$ cat src/rtl/regfile_wb_arbiter.sv
// Arbitrates the single register-file write port between an in-order ALU port (A, priority)
// and a buffered long-latency port (B) with a starvation guard on the B FIFO head.
module regfile_wb_arbiter #(
  parameter int unsigned XLEN     = 32,
  parameter int unsigned B_DEPTH  = 2,
  parameter int unsigned MAX_WAIT = 4
) (
  input  logic                     clk,
  input  logic                     reset,
  input  logic                     a_valid,
  input  logic [4:0]               a_rd,
  input  logic [XLEN-1:0]          a_data,
  output logic                     a_ready,
  input  logic                     b_valid,
  input  logic [4:0]               b_rd,
  input  logic [XLEN-1:0]          b_data,
  output logic                     b_ready,
  output logic [$clog2(B_DEPTH):0] b_count,
  output logic                     wenb,
  output logic [4:0]               rd,
  output logic [XLEN-1:0]          wdata
);

  localparam int unsigned PW = $clog2(B_DEPTH);
  localparam int unsigned CW = PW + 1;
  localparam int unsigned WW = $clog2(MAX_WAIT + 1);

  logic [4:0]      r_rd_mem   [B_DEPTH];
  logic [XLEN-1:0] r_data_mem [B_DEPTH];
  logic [PW-1:0]   r_wptr, r_rptr;
  logic [CW-1:0]   r_count, w_count_d;
  logic [WW-1:0]   r_wait, w_wait_d;

  logic            w_nonempty, w_full, w_force_b;
  logic            w_grant_a, w_grant_b, w_enq;
  logic [4:0]      w_sel_rd;
  logic [XLEN-1:0] w_sel_data;

  assign w_nonempty = (r_count != '0);
  assign w_full     = (r_count == CW'(B_DEPTH));
  assign w_force_b  = w_nonempty && (r_wait == WW'(MAX_WAIT));

  assign a_ready   = ~w_force_b;
  assign w_grant_a = a_valid & a_ready;
  assign w_grant_b = w_nonempty & ~w_grant_a;

  // b_ready depends only on registered occupancy, so a same-cycle dequeue never frees a slot.
  assign b_ready = ~w_full;
  assign w_enq   = b_valid & b_ready;
  assign b_count = r_count;

  assign w_sel_rd   = w_grant_a ? a_rd   : r_rd_mem[r_rptr];
  assign w_sel_data = w_grant_a ? a_data : r_data_mem[r_rptr];

  always_comb begin
    w_count_d = r_count;
    if (w_enq && !w_grant_b) begin
      w_count_d = r_count + CW'(1);
    end else if (!w_enq && w_grant_b) begin
      w_count_d = r_count - CW'(1);
    end
  end

  always_comb begin
    w_wait_d = r_wait;
    if (!w_nonempty || w_grant_b) begin
      w_wait_d = '0;
    end else if (w_grant_a && (r_wait != WW'(MAX_WAIT))) begin
      w_wait_d = r_wait + WW'(1);
    end
  end

  // Storage is not reset; the pointers and count alone define validity.
  always_ff @(posedge clk) begin
    if (w_enq) begin
      r_rd_mem[r_wptr]   <= b_rd;
      r_data_mem[r_wptr] <= b_data;
    end
  end

  always_ff @(posedge clk or posedge reset) begin
    if (reset) begin
      r_wptr  <= '0;
      r_rptr  <= '0;
      r_count <= '0;
      r_wait  <= '0;
    end else begin
      if (w_enq) begin
        r_wptr <= r_wptr + PW'(1);
      end
      if (w_grant_b) begin
        r_rptr <= r_rptr + PW'(1);
      end
      r_count <= w_count_d;
      r_wait  <= w_wait_d;
    end
  end

  always_ff @(posedge clk or posedge reset) begin
    if (reset) begin
      wenb  <= 1'b0;
      rd    <= '0;
      wdata <= '0;
    end else if (w_grant_a || w_grant_b) begin
      wenb  <= (w_sel_rd != 5'd0);
      rd    <= w_sel_rd;
      wdata <= w_sel_data;
    end else begin
      wenb <= 1'b0;
    end
  end

endmodule

$ cat config.mk
export PLATFORM = sky130hd
export DESIGN_NAME = regfile_wb_arbiter
export DESIGN_NICKNAME = d
export VERILOG_FILES = /design/src/rtl/regfile_wb_arbiter.sv
export SDC_FILE = /design/constraint.sdc
export NUM_CORES = 1
export LEC_CHECK = 0
export CORE_ASPECT_RATIO = 0.8
export CORE_MARGIN = 2
export CORE_UTILIZATION = 52
export CTS_CLUSTER_DIAMETER = 40
export CTS_CLUSTER_SIZE = 28
export DETAILED_ROUTE_END_ITERATION = 8
export MAX_ROUTING_LAYER = met4
export PLACE_DENSITY = 0.84
export REMOVE_ABC_BUFFERS = 1
export SLEW_MARGIN = 20
export SYNTH_ARGS = -nofsm -noshare
export SYNTH_HDL_FRONTEND = slang
export SYNTH_SLANG_ARGS = --single-unit
$ cat constraint.sdc
create_clock -name clk -period 4.1 [get_ports clk]
set_input_delay 0.615 -clock clk [delete_from_list [all_inputs] [get_ports clk]]
set_output_delay 0.615 -clock clk [all_outputs]
set_load 0.005 [all_outputs]
==> results.json <==
{
  "drt_pre_antenna_iters": 5,
  "cts_root_buf": "clkbuf_8",
  "hold_viol": 0,
  "clk-insertion-delay-late_ns": 0.52,
  "design_area_um2": 6521,
  "ir_worst_vdd_v": 0.0003556,
  "cts.path.max_buffers": 2,
  "crit_fanout": 3,
  "rows": 30,
  "io_pins": 120,
  "p_leak_nw": 2.433,
  "ant_nets": 0,
  "core_um2": 8596,
  "antennaDiodeCount": 0,
  "end_kind": "output pin",
  "ys_seq_area_share_pct": 71.72,
  "syn2layout_area_growth_pct": 39.69,
  "via_count": 3086,
  "io_buffer_count": 119,
  "ys_types": 33,
  "tightest_slew_ns": 0.9634,
  "slowest_delay_ns": 0.53,
  "status": "finished clean",
  "grt_start_max_net_pins": 46,
  "clkSinkCount": 119,
  "syn_inst": 301,
  "maxCapViolations": 0,
  "cts_tree": "built",
  "initial_core_util_pct": 54.31,
  "utilization_pct": 75.87,
  "fin_setup_tns_ns": 0,
  "path_clk_slew_ns": 0.06,
  "crit_required_ns": 3.48,
  "die_height_um": 88.75,
  "fin_nets": 501,
  "worstSetupPathType": "flop to output pin",
  "final_cells": 545,
  "postCtsSetupBuffers": 0,
  "avgViaCountPerCell": 5.662,
  "cts_resized": 0,
  "grt_antenna_before_repair": 0,
  "drive_gt1_share_pct": 11.09,
  "fp.dieArea_um2": 9756,
  "grt.total_usage_pct": 23.06,
  "syn_area_um2": 4668,
  "fmax_ghz": 0.4138,
  "syn_avg_cell_area_um2": 15.51,
  "period_share_pct": 58.94,
  "slew_viol_final": 0,
  "maxSlewHeadroom_pct": 35.68,
  "hpwl_mm": 6.484,
  "drt_iter0_markers": 179,
  "clock_skew_ns": 0.008879,
  "grt_overflow": 0,
  "grt_setup_unrepaired": "false",
  "fillers": 523,
  "grt_pass1_wl_mm": 15.70,
  "crit_arrival_ns": 1.80,
  "cts_hold_buffers": 0,
  "synth-seq-cells": 119,
  "slowest_stage": "clkdlybuf4s50_1",
  "routed_wl_mm": 10.47,
  "min_path_type": "flop to flop",
  "htreeDepth": 4,
  "first_global_vias": 3188,
  "wire_per_inst_um": 19.22,
  "final.min_clock_period_ns": 2.417,
  "start_kind": "flop",
  "path_cells": "inv_1 > ha_1 > o211ai_4 > clkdlybuf4s50_1",
  "finalSetupViolCount": 0,
  "place.gp.congestion": 0.7634,
  "placed_cells": 512,
  "cts_made_buffers": 17,
  "power.density_nw_per_um2": 679.0,
  "dpl_cell_area_um2": 5908,
  "die_w_um": 109.9,
  "drc_errors": 0,
  "yosysWarnings": 0
}
critical path: cells and delay by family (launching register included):
kind            cells  cell delay (ns)
compound gates      1             0.10
fa+ha+maj           1             0.24
buf+inv             2             0.59
flops               1             0.37
metal layers:
layer	vias up	share of wire (%)	track usage [%]
met3	20	9.1	7.143
met2	139	48	36.48
li1	1417	-	-
met5	-	0	-
met1	1510	41	27.65
met4	0	1.5	9.666
cell usage after synthesis (all sizes together):
| cell type | count | area, um2 |
|---|---|---|
| a211oi | 10 | 75.07 |
| a21o | 1 | 7.510 |
| a21oi | 1 | 5.000 |
| a32oi | 32 | 280.3 |
| a41oi | 1 | 8.760 |
| and2 | 1 | 6.260 |
| and3 | 1 | 6.260 |
| buf | 15 | 93.84 |
| clkbuf | 8 | 40.03 |
| dfrtp | 45 | 1126 |
| edfxtp | 74 | 2222 |
| ha | 3 | 37.54 |
| inv | 9 | 33.78 |
| mux2 | 5 | 56.30 |
| mux2i | 32 | 320.3 |
| nand2 | 3 | 11.26 |
| nand2b | 1 | 6.260 |
| nor2 | 10 | 37.54 |
| nor3 | 4 | 25.02 |
| nor3b | 1 | 7.510 |
| nor4 | 2 | 12.51 |
| nor4b | 1 | 8.760 |
| o211ai | 1 | 12.51 |
| o21ai | 32 | 160.2 |
| o31a | 1 | 8.760 |
| or3 | 1 | 6.260 |
| xnor2 | 4 | 35.03 |
| xor2 | 2 | 17.52 |
cell usage in the layout (no fill, tap or decap), types with 2 or more instances in the layout:
| cell type | count |
|---|---|
| clkbuf_16 | 16 |
| nor4_1 | 2 |
| a211oi_1 | 10 |
| ha_1 | 3 |
| edfxtp_1 | 74 |
| clkdlybuf4s50_1 | 118 |
| bufinv_16 | 2 |
| mux2i_1 | 32 |
| nor2_1 | 9 |
| inv_6 | 6 |
| nand2_1 | 3 |
| buf_4 | 3 |
| xnor2_1 | 4 |
| inv_1 | 8 |
| dfrtp_1 | 44 |
| nor3_1 | 3 |
| clkbuf_8 | 2 |
| mux2_2 | 5 |
| o21ai_0 | 32 |
| clkinvlp_4 | 4 |
| a32oi_1 | 32 |
| xor2_1 | 2 |
kinds of logic (layout without fill, tap and decap cells):
group / Yosys count / after routing / share of synthesized area [%]
DFF: 119 / 119 / 71.72
AOI/OAI and AO/OA: 79 / 79 / 11.95
muxes: 37 / 37 / 8.068
buffers and inverters: 32 / 164 / 3.591
and+or+nand+nor: 25 / 25 / 2.734
xor gates and xnor gates: 6 / 6 / 1.126
adders and majority gates: 3 / 3 / 0.8042
area by class of cell:
class	instances	area [um2]	share of cell area, %
sequential	119	3352	51.40
clock inverter	14	162.7	2.494
inverter	9	33.78	0.5180
clock buffer	18	427.9	6.562
tap	112	140.1	2.149
multi-input combinational	150	1176	18.04
timing repair buffer	123	1229	18.84
power by group:
group          total, mW  internal (mW)  switching (mW)
Sequential          1.92           1.65           0.265
Clock               1.45          0.896           0.554
Combinational       1.06          0.599           0.464
Total               4.43           3.14            1.28
metrics by stage:
| step | hold slack (ns) | setup WS [ns] | power (mW) |
|---|---|---|---|
| floorplan | 0.4397 | 1.329 | 2.370 |
| global placement | 0.4527 | 1.648 | 2.935 |
| detailed placement | 0.4785 | 1.579 | 2.984 |
| CTS | 0.4874 | 1.649 | 4.449 |
| global route | 0.5080 | 1.597 | 4.634 |
| finish | 0.4823 | 1.683 | 4.428 |
state kept, by name, indices dropped and copies added, names as in the netlist:
name	count
b_count	2
r_rd_mem	10
r_data_mem	64
r_wptr	1
r_wait	3
r_rptr	1
wenb	1
rd	5
wdata	32
path summary, 6_finish.rpt:
path / start / end / slack, ns / cells past startpoint
worst max-delay path: r_wait[0] / a_ready / 1.68 / 4
worst min-delay path: r_wait[0] / r_wait[0] / 0.48 / 1
worst max register to register: b_count[0] / wdata[9] / 2.09 / 4
worst min register to register: r_wait[0] / r_wait[0] / 0.48 / 1
max in group asynchronous: reset / r_rptr / 2.75 / 2
min in group asynchronous: reset / wdata[22] / 0.65 / 2
Power figures use the tool's default switching activity.
